<file path="src/rtl/binary_gray_counter_pkg.sv">
// Shared width definition and binary/Gray conversion helpers for the
// counter and the gray-to-binary decoder.
package binary_gray_counter_pkg;

    localparam int unsigned DEFAULT_WIDTH = 4;
    localparam int unsigned MAX_WIDTH     = 16;

    // Binary to reflected Gray code; narrower callers zero-extend.
    function automatic logic [MAX_WIDTH-1:0] bin2gray(input logic [MAX_WIDTH-1:0] b);
        return b ^ (b >> 1);
    endfunction

    // Reflected Gray code back to binary (prefix XOR from the MSB down).
    function automatic logic [MAX_WIDTH-1:0] gray2bin(input logic [MAX_WIDTH-1:0] g);
        logic [MAX_WIDTH-1:0] b;
        b[MAX_WIDTH-1] = g[MAX_WIDTH-1];
        for (int i = int'(MAX_WIDTH) - 2; i >= 0; i--) begin
            b[i] = b[i+1] ^ g[i];
        end
        return b;
    endfunction

endpackage

</file>
<file path="src/rtl/binary_gray_counter_to_gray.sv">
// Combinational binary-to-Gray converter feeding the gray register.
module binary_to_gray
    import binary_gray_counter_pkg::*;
#(
    parameter int unsigned WIDTH = DEFAULT_WIDTH
) (
    input  logic [WIDTH-1:0] bin,
    output logic [WIDTH-1:0] gray
);

    // Zero-extend into the shared helper and keep the low WIDTH bits.
    assign gray = WIDTH'(bin2gray(MAX_WIDTH'(bin)));

endmodule

</file>
<file path="src/rtl/binary_gray_counter.sv">
// Up/down modulo-2^WIDTH counter with registered binary and Gray outputs
// and a one-cycle wrap pulse.
module binary_gray_counter
    import binary_gray_counter_pkg::*;
#(
    parameter int unsigned WIDTH = DEFAULT_WIDTH
) (
    input  logic             clk,
    input  logic             rst,
    input  logic             en,
    input  logic             up,
    input  logic             load,
    input  logic [WIDTH-1:0] load_bin,
    output logic [WIDTH-1:0] binary,
    output logic [WIDTH-1:0] gray,
    output logic             wrap
);

    logic [WIDTH-1:0] bin_next;
    logic [WIDTH-1:0] gray_next;
    logic             wrap_next;
    logic [WIDTH:0]   step_ext;

    // Next binary value and wrap: load beats en; carry/borrow only forms wrap.
    always_comb begin
        bin_next  = binary;
        wrap_next = 1'b0;
        step_ext  = '0;
        if (load) begin
            bin_next = load_bin;
        end else if (en) begin
            if (up) begin
                step_ext = {1'b0, binary} + (WIDTH+1)'(1);
            end else begin
                step_ext = {1'b0, binary} - (WIDTH+1)'(1);
            end
            bin_next  = step_ext[WIDTH-1:0];
            wrap_next = step_ext[WIDTH];
        end
    end

    // Gray register is fed from the next binary value, not the output port.
    binary_to_gray #(
        .WIDTH (WIDTH)
    ) u_binary_to_gray (
        .bin  (bin_next),
        .gray (gray_next)
    );

    // Output registers, updated together so binary and gray never skew.
    always_ff @(posedge clk or posedge rst) begin
        if (rst) begin
            binary <= '0;
            gray   <= '0;
            wrap   <= 1'b0;
        end else begin
            binary <= bin_next;
            gray   <= gray_next;
            wrap   <= wrap_next;
        end
    end

endmodule

</file>
<file path="config.mk">
export PLATFORM = sky130hd
export DESIGN_NAME = binary_gray_counter
export DESIGN_NICKNAME = d
export VERILOG_FILES = /design/src/rtl/binary_gray_counter_pkg.sv /design/src/rtl/binary_gray_counter_to_gray.sv /design/src/rtl/binary_gray_counter.sv
export SDC_FILE = /design/constraint.sdc
export NUM_CORES = 1
export LEC_CHECK = 0
export CAP_MARGIN = 20
export CORE_MARGIN = 2
export CORE_UTILIZATION = 30
export DETAILED_ROUTE_END_ITERATION = 10
export DONT_BUFFER_PORTS = 1
export GPL_ROUTABILITY_DRIVEN = 0
export GPL_TIMING_DRIVEN = 0
export MAX_ROUTING_LAYER = met4
export SLEW_MARGIN = 20
export SYNTH_ARGS = -nofsm -noshare
export SYNTH_HDL_FRONTEND = slang
export SYNTH_SLANG_ARGS = --single-unit
</file>
<file path="constraint.sdc">
create_clock -name clk -period 1.8 [get_ports clk]
set_clock_uncertainty 0.05 [all_clocks]
set_input_delay 0.09 -clock clk [delete_from_list [all_inputs] [get_ports clk]]
set_output_delay 0.09 -clock clk [all_outputs]
set_load 0.02 [all_outputs]
</file>
==> results of run 1 <==
==> worst paths after layout <==
| path | from | endpoint | slack [ps] | cells after the start |
|---|---|---|---|---|
| worst max-delay path | binary[3] | gray[2] | 80 | 5 |
| worst min-delay path | load | wrap | 40 | 2 |
| worst max register to register | binary[3] | gray[2] | 80 | 5 |
| worst min register to register | binary[0] | binary[0] | 700 | 2 |
| max in group asynchronous | rst | binary[3] | 1280 | 2 |
| min in group asynchronous | rst | gray[0] | 170 | 2 |
==> cell type report <==
| type | count | area [um2] | area share [%] |
|---|---|---|---|
| Multi-Input combinational cell | 31 | 297.8 | 46.94 |
| Clock buffer | 3 | 22.52 | 3.550 |
| Sequential cell | 8 | 205.2 | 32.35 |
| Inverter | 3 | 11.26 | 1.775 |
| Buffer | 3 | 20.02 | 3.156 |
| Timing Repair Buffer | 6 | 57.56 | 9.073 |
| Tap cell | 16 | 20.02 | 3.156 |
==> cells in the mapped netlist (all sizes together) <==
cell / instances / area (um2)
a21o: 1 / 7.510
a21oi: 3 / 18.77
a31oi: 1 / 6.260
buf: 3 / 20.01
dfrtp: 8 / 200.2
fa: 1 / 20.02
ha: 3 / 37.54
inv: 3 / 11.26
mux2i: 3 / 30.03
nand2: 2 / 7.510
nand2b: 1 / 6.260
nand3b: 2 / 15.01
nor2: 2 / 7.510
nor3b: 1 / 7.510
o21ai: 2 / 13.76
o31a: 1 / 10.01
or2b: 1 / 8.760
or3b: 1 / 8.760
xnor2: 4 / 35.03
xor2: 2 / 25.03
==> layer usage <==
metal	global-route usage, %	up-vias
li1	-	168
met4	1.818	0
met5	-	-
met3	6.800	0
met2	15.07	13
met1	13.67	169
==> through the flow <==
step / util, % / TNS (ps) / worst slack (ps) / total power [mW]
6_report: 41.63 / 0 / 76.40 / 0.6145
5_1_grt: 41.63 / -11.53 / -11.53 / 0.6619
4_1_cts: 38.83 / 0 / 4.146 / 0.5964
3_5_place_dp: 33.91 / -10.77 / -10.77 / 0.4484
3_3_place_gp: 33.91 / -14.59 / -14.59 / 0.4472
2_1_floorplan: - / 0 / 77.38 / 0.4223
==> flip-flops by register name, indices dropped and copies added, names as in the netlist <==
register  count
binary        4
gray          3
wrap          1
==> repair_timing <==
| item | CTS | global route |
|---|---|---|
| setup buffers | 0 | 1 |
| setup endpoints to repair | 1 | 3 |
| hold buffers | 5 | 0 |
| resized for setup | 2 | 6 |
| endpoints found under the hold margin | 12 | 0 |
| pin swaps | 0 | 1 |
==> cell families after synthesis <==
kind of cell	after synthesis	synth area share, %
and+or+nand+nor	10	12.34
AOI/OAI and AO/OA	8	11.34
DFF	8	40.30
xor gates and xnor gates	6	12.09
buffers and inverters	6	6.295
adders and majority gates	4	11.59
muxes	3	6.046
==> power breakdown <==
group,internal [mW],switching [mW],leakage (nW)
Sequential,0.219,0.0764,0.0915
Clock,0.0760,0.0565,0.0138
Combinational,0.102,0.0851,0.167
Total,0.396,0.218,0.272
==> flow_metrics.py, run 1 <==
metrics = {
    "placed_design": {
        "dp_hpwl_um": 645.9,
        "placedCellCount": 61,
        "place_area_um2": 516.7,
        "port_buffers": 0,
    },
    "timing": {
        "slew_violations": 0,
        "holdWs_ps": 36.11,
        "tightest_slew_ps": 297.7,
        "period_share_pct": 95.76,
        "rsz0062_at_grt": "true",
        "max-slew-margin-rel_pct": 80.13,
        "hold_viol": 0,
        "fmax_ghz": 0.5802,
        "finalSetupViolCount": 0,
        "period_needed_ps": 1724,
    },
    "route": {
        "wl_met3_um": 76,
        "vias": 350,
        "postRouteAntennaNets": 0,
        "drt-met1-wl_um": 394,
        "vias_per_cell": 5.000,
        "drc": 0,
        "drt_iter0_drc": 2,
        "met2WireLength_um": 444,
        "wirelength_um": 916,
        "top_layer": "met3",
        "firstDrtPassIters": 2,
        "post_drt_wl_per_cell_um": 13.09,
    },
    "synth": {
        "synth-seq-cells": 8,
        "yosysWarningCount": 0,
        "synth.distinct_cells": 24,
        "syn-cell-area_um2": 496.7,
        "syn_area_per_cell_um2": 11.04,
        "synthCells": 45,
        "ys_seq_area_share_pct": 40.30,
        "syn_nets": 58,
    },
    "worst_hold_path": {
        "min_path_type": "input port to flop",
    },
    "finish": {
        "layout.cells.non_filler": 70,
        "design_area_um2": 634.4,
        "area_growth_pct": 27.71,
        "final_common_cell": "dlygate4sd3_1",
        "most-common-layout-cells": "dlygate4sd3_1, xnor2_1, dfrtp_2, dfrtp_1",
        "fill_cells": 151,
        "num-nets-final": 69,
        "antenna_cells": 0,
        "drive_above_1_share_pct": 37.04,
    },
    "setup_path": {
        "crit_family": "flip-flops",
        "cp_data_required_time_ps": 1930,
        "worst-path-buf-inv": 0,
        "endpoint_kind": "flop",
        "slowest_stage": "dfrtp_2",
        "worstPathCellList": "ha_4 > or3b_1 > a31oi_1 > o31a_2 > xor2_2",
        "crit_type": "flop to flop",
        "critPathMaxStageDelay_ps": 480,
        "critPathLaunchType": "flop",
        "arrival_ps": 1850,
        "crit_path_max_fanout": 5,
    },
    "clock_network": {
        "clkLatencyLatePin_ps": 250,
        "clkSinkCount": 8,
        "cts_root_buffer": "clkbuf_4",
        "cts_tree": "done",
        "htreeDepth": 1,
        "clock_path_buffers": 2,
        "clk_pin_slew_worst_paths_ps": 50,
        "numCtsBuffers": 3,
    },
    "global_routing": {
        "grt_pass1_vias": 341,
        "grt_max_degree": 10,
        "antenna_found_initial": 0,
        "grt_pass1_wl_um": 1476,
        "grt_use_total_pct": 10.91,
        "grt-ovfl-total": 0,
    },
    "job": {
        "cap_viol_max_count": 0,
    },
    "status": {
        "status": "completed",
    },
    "floorplan": {
        "num_rows": 14,
        "dieArea_mm2": 0.001997,
        "fp.dieW_um": 44.69,
        "core-area_mm2": 0.001524,
        "die_h_um": 44.69,
        "start_util_pct": 32.59,
        "ios": 18,
    },
    "power_and_ir_drop": {
        "ir_worst_vdd_uv": 624.8,
        "powerDensity_mw_per_mm2": 968.7,
        "leakage_nw": 0.2721,
    },
}
Note: power is estimated with default switching activity, not from simulation.
==> run 2: changes to the inputs <==
--- a/config.mk
+++ b/config.mk
@@ -13,6 +13,7 @@
 export GPL_ROUTABILITY_DRIVEN = 0
 export GPL_TIMING_DRIVEN = 0
 export MAX_ROUTING_LAYER = met4
+export PLACE_DENSITY_LB_ADDON = 0.3
 export SLEW_MARGIN = 20
 export SYNTH_ARGS = -nofsm -noshare
 export SYNTH_HDL_FRONTEND = slang
==> run 2 against run 1 <==
Net effect:
- fmax increased by 0.56%
- critical path depth unchanged
- global-route usage increased by 0.51 points
- register-to-register slack about the same
- hold slack got worse by 8.6 ps
- combinational power decreased by 5%
- critical endpoint unchanged
- largest cell class unchanged
- largest power group unchanged
==> flow_metrics.py, run 2 (synthesis results as in run 1) <==
metrics = {
    "setup_path": {
        "cp_data_required_time_ps": 1880,
        "slowest_stage": "dfrtp_2",
        "endpoint_kind": "flop",
        "worstPathCellList": "ha_1 > a21oi_1 > mux2i_1 > o31a_2 > xor2_2",
        "critPathMaxStageDelay_ps": 470,
        "arrival_ps": 1800,
        "critPathLaunchType": "flop",
        "crit_path_max_fanout": 4,
        "crit_type": "flop to flop",
        "crit_family": "compound AO/OA/AOI/OAI gates",
        "worst-path-buf-inv": 0,
    },
    "route": {
        "post_drt_wl_per_cell_um": 12.54,
        "firstDrtPassIters": 4,
        "drt_iter0_drc": 3,
        "vias_per_cell": 4.913,
        "postRouteAntennaNets": 0,
        "drc": 0,
        "wirelength_um": 865,
        "vias": 339,
    },
    "finish": {
        "most-common-layout-cells": "dlygate4sd3_1, xnor2_1, dfrtp_2, dfrtp_1",
        "final_common_cell": "dlygate4sd3_1",
        "design_area_um2": 624.3,
        "num-nets-final": 68,
        "regMostFlops": "binary",
        "area_growth_pct": 25.69,
        "largest_register_ff_count": 4,
        "layout.cells.non_filler": 69,
        "antenna_cells": 0,
        "drive_above_1_share_pct": 33.96,
        "reg_top3": "binary: 4 flops, gray: 3 flops, wrap: 1 flops",
    },
    "floorplan": {
        "dieArea_mm2": 0.001997,
        "die_h_um": 44.69,
        "num_rows": 14,
        "fp.dieW_um": 44.69,
        "ios": 18,
        "core-area_mm2": 0.001524,
        "start_util_pct": 32.59,
    },
    "power_and_ir_drop": {
        "leakage_nw": 0.2681,
        "ir_worst_vdd_uv": 526.7,
        "powerDensity_mw_per_mm2": 974.9,
    },
    "clock_network": {
        "clkSinkCount": 8,
        "cts_setup_buffers": 0,
        "cts_tree": "done",
        "clkLatencyLatePin_ps": 250,
        "clk_pin_slew_worst_paths_ps": 50,
        "cts_root_buffer": "clkbuf_4",
        "clock_path_buffers": 2,
        "htreeDepth": 1,
        "numCtsBuffers": 3,
    },
    "timing": {
        "slew_violations": 0,
        "rsz0062_at_grt": "true",
        "finalSetupViolCount": 0,
        "period_share_pct": 95.22,
        "fmax_ghz": 0.5834,
        "hold_viol": 0,
        "period_needed_ps": 1714,
        "tightest_slew_ps": 307.3,
        "max-slew-margin-rel_pct": 79.49,
    },
    "worst_hold_path": {
        "min_path_type": "input port to flop",
    },
    "global_routing": {
        "grt_use_total_pct": 11.42,
        "grt-ovfl-total": 0,
        "antenna_found_initial": 0,
        "grt_max_degree": 10,
        "grt_pass1_wl_um": 1545,
        "grt_pass1_vias": 343,
    },
    "placed_design": {
        "port_buffers": 0,
        "placedCellCount": 61,
        "place_area_um2": 516.7,
    },
    "status": {
        "status": "completed",
    },
    "job": {
        "cap_viol_max_count": 0,
    },
}
[run 2: cell count changes in the layout (fill, tap and decap cells not counted)]
| cell | delta |
|---|---|
| buf_4 | -1 |
| fa_2 | -1 |
| fa_1 | +1 |
[run 2: layout make-up]
class                           count  area [um2]
Fill cell                         153       899.6
Multi-Input combinational cell     31       295.3
Sequential cell                     8       205.2
Timing Repair Buffer                5       50.05
Clock buffer                        3       22.52
Buffer                              3       20.02
Tap cell                           16       20.02
Inverter                            3       11.26
[run 2: path summary, 6_finish.rpt]
kind | to | slack (ps) | startpoint | cells past startpoint
setup / recovery | gray[2] | 90 | binary[1] | 5
hold / removal | wrap | 30 | load | 2
setup reg to reg | gray[2] | 90 | binary[1] | 5
hold reg to reg | binary[0] | 680 | binary[0] | 2
max in group asynchronous | binary[3] | 1280 | rst | 2
min in group asynchronous | gray[0] | 170 | rst | 2
[run 2: repair_timing]
action / CTS / global route
resized for setup: 2 / 5
hold buffers: 5 / 0
endpoints found under the setup margin: 1 / 4
endpoints found under the hold margin: 12 / 0
pin swaps: 0 / 0
[run 2: worst reg2reg max path, delay by kind of cell (launching register included)]
kind                     cells  cell delay [ps]
AO/OA/AOI/OAI                2              530
XOR/XNOR                     1              140
adder cells (fa/ha/maj)      1              290
flip-flops                   1              470
multiplexers                 1              100
[run 2: metrics by stage]
stage | hold slack, ps | setup TNS [ps] | util, % | total power, mW | setup slack [ps]
5_1_grt | 46.52 | -20.48 | 40.97 | 0.6571 | -20.48
6_report | 27.52 | 0 | 40.97 | 0.6087 | 86.03
4_1_cts | 32.49 | 0 | 38.83 | 0.5976 | 13.57
2_1_floorplan | -144.3 | 0 | - | 0.4223 | 77.38
3_5_place_dp | -99.53 | -7.748 | 33.91 | 0.4486 | -7.748
3_3_place_gp | -108.9 | -14.07 | 33.91 | 0.4467 | -14.07
[run 2: per-layer routing]
| layer | track usage [%] | up-vias | wire length [um] |
|---|---|---|---|
| met5 | - | - | 0 |
| met2 | 15.36 | 17 | 371 |
| met4 | 3.636 | 0 | 0 |
| met3 | 7.200 | 0 | 114 |
| li1 | - | 167 | - |
| met1 | 13.89 | 155 | 379 |
[run 2: where the power goes]
part | switching (mW) | internal, mW
Combinational | 0.0824 | 0.0954
Sequential | 0.0742 | 0.219
Clock | 0.0615 | 0.0763
==> run 3: changes to the inputs <==
==> constraint.sdc (replaced) <==
create_clock -name clk -period 1.9 [get_ports clk]
set_clock_uncertainty 0.05 [all_clocks]
set_input_delay 0.095 -clock clk [delete_from_list [all_inputs] [get_ports clk]]
set_output_delay 0.095 -clock clk [all_outputs]
set_load 0.02 [all_outputs]
==> run 3 against run 2 <==
Net effect:
- final cell count did not move
- wire length fell by 3.2%
- total power is 8.6% lower
- first-iteration DRC count increased by 33%
- critical path type unchanged
- largest power group unchanged
==> flow_metrics.py, run 3 (synthesis results as in run 1) <==
metrics = {
    "status": {
        "status": "completed",
    },
    "timing": {
        "period_share_pct": 93.31,
        "tightest_slew_ps": 303.1,
        "fmax_ghz": 0.5640,
        "finalSetupViolCount": 0,
        "period_needed_ps": 1773,
        "rsz0062_at_grt": "false",
        "hold_viol": 0,
        "slew_violations": 0,
        "holdWs_ps": 43.01,
        "max-slew-margin-rel_pct": 79.77,
        "fin_tns_setup_ps": 0,
    },
    "clock_network": {
        "htreeDepth": 1,
        "clkSinkCount": 8,
        "clk_pin_slew_worst_paths_ps": 50,
        "cts_root_buffer": "clkbuf_4",
        "numCtsBuffers": 3,
        "clock_path_buffers": 2,
        "cts_setup_buffers": 0,
        "clkLatencyLatePin_ps": 250,
        "cts_tree": "done",
    },
    "global_routing": {
        "grt-ovfl-total": 0,
        "antenna_found_initial": 0,
        "grt_pass1_vias": 343,
        "grt_max_degree": 10,
        "grt_pass1_wl_um": 1545,
        "grt_use_total_pct": 11.42,
    },
    "route": {
        "firstDrtPassIters": 4,
        "postRouteAntennaNets": 0,
        "vias_per_cell": 4.928,
        "wirelength_um": 837,
        "post_drt_wl_per_cell_um": 12.13,
        "vias": 340,
        "drt_iter0_drc": 4,
        "drc": 0,
    },
    "finish": {
        "num-nets-final": 68,
        "most-common-layout-cells": "dfrtp_1, dlygate4sd3_1, xnor2_1",
        "drive_above_1_share_pct": 26.42,
        "area_growth_pct": 19.40,
        "reg_top3": "binary: 4 flops, gray: 3 flops, wrap: 1 flops",
        "regMostFlops": "binary",
        "largest_register_ff_count": 4,
        "antenna_cells": 0,
        "fill_cells": 156,
    },
    "floorplan": {
        "core-area_mm2": 0.001524,
        "ios": 18,
        "dieArea_mm2": 0.001997,
        "start_util_pct": 32.59,
        "num_rows": 14,
        "fp.dieW_um": 44.69,
        "die_h_um": 44.69,
    },
    "placed_design": {
        "port_buffers": 0,
    },
    "setup_path": {
        "cp_data_required_time_ps": 2030,
        "endpoint_kind": "flop",
        "r2r_slack_ps": 130,
        "worst_r2r_startpoint": "binary[2]",
        "crit_path_max_fanout": 4,
        "reg2reg_depth": 5,
        "critPathLaunchType": "flop",
        "arrival_ps": 1900,
        "worstReg2RegEnd": "gray[2]",
        "crit_type": "flop to flop",
    },
    "power_and_ir_drop": {
        "leakage_nw": 0.2673,
        "ir_worst_vdd_uv": 502.5,
        "powerDensity_mw_per_mm2": 937.9,
    },
    "job": {
        "cap_viol_max_count": 0,
    },
    "worst_hold_path": {
        "hold_path_depth": 2,
        "min-delay-start": "load",
        "worstHoldEndpoint": "wrap",
        "min_path_type": "input port to flop",
    },
}
==> run 3: cell counts in the layout (fill, tap and decap cells not counted) <==
No cell type changed its count.
==> run 3: how the worst max path moves through the flow <==
| stage | startpoint | cells past startpoint | slack, ps | end |
|---|---|---|---|---|
| finish | binary[2] | 5 | 130 | gray[2] |
| global route | binary[2] | 5 | 6 | gray[2] |
| detailed placement | binary[3] | 5 | 90 | gray[2] |
| global placement | binary[2] | 5 | 90 | gray[2] |
| CTS | binary[3] | 5 | 80 | gray[2] |
| floorplan | binary[2] | 5 | 180 | gray[2] |
==> run 3: final cells by class <==
type,instances,area [um2],area share (%)
buffer,3,20.02,3.376
clock buffer,3,22.52,3.797
inverter,3,11.26,1.899
multi-input combinational,31,265.3,44.73
sequential,8,203.9,34.39
tap,16,20.02,3.376
timing repair buffer,5,50.05,8.439
==> run 3: through the flow <==
stage / instances / util (%) / power [mW] / worst slack (ps) / area (um2)
2_1_floorplan: 45 / - / 0.4001 / 177.4 / 496.7
5_1_grt: 69 / 38.92 / 0.6022 / 6.380 / 593.1
3_3_place_gp: 61 / 33.91 / 0.4231 / 85.93 / 516.7
4_1_cts: 69 / 38.67 / 0.5646 / 80.59 / 589.3
6_report: 69 / 38.92 / 0.5562 / 127.0 / 593.1
3_5_place_dp: 61 / 33.91 / 0.4250 / 92.25 / 516.7
==> run 3: power by group <==
group	internal [mW]	switching, mW	total, mW
Sequential	0.207	0.0672	0.274
Clock	0.0721	0.0554	0.127
Combinational	0.0797	0.0752	0.155
Total	0.358	0.198	0.556
==> run 3: per-layer routing <==
layer | share of wire, % | track usage (%) | vias up
li1 | - | - | 168
met1 | 41 | 13.89 | 157
met2 | 45 | 15.36 | 15
met3 | 13 | 7.200 | 0
met4 | 0 | 3.636 | 0
met5 | 0 | - | -
==> run 3: worst max-delay path: stages, from the launching register on <==
cell and delay (ps):
dfrtp_2 460, ha_1 350, or3b_1 380, a31oi_1 170, o31a_2 180, xor2_2 120
==> run 3: what timing repair did <==
action | 4_1_cts | 5_1_grt
hold buffers | 5 | 0
endpoints found under the hold margin | 12 | 0
gates resized for setup | 0 | 3
setup endpoints to repair | 0 | 2
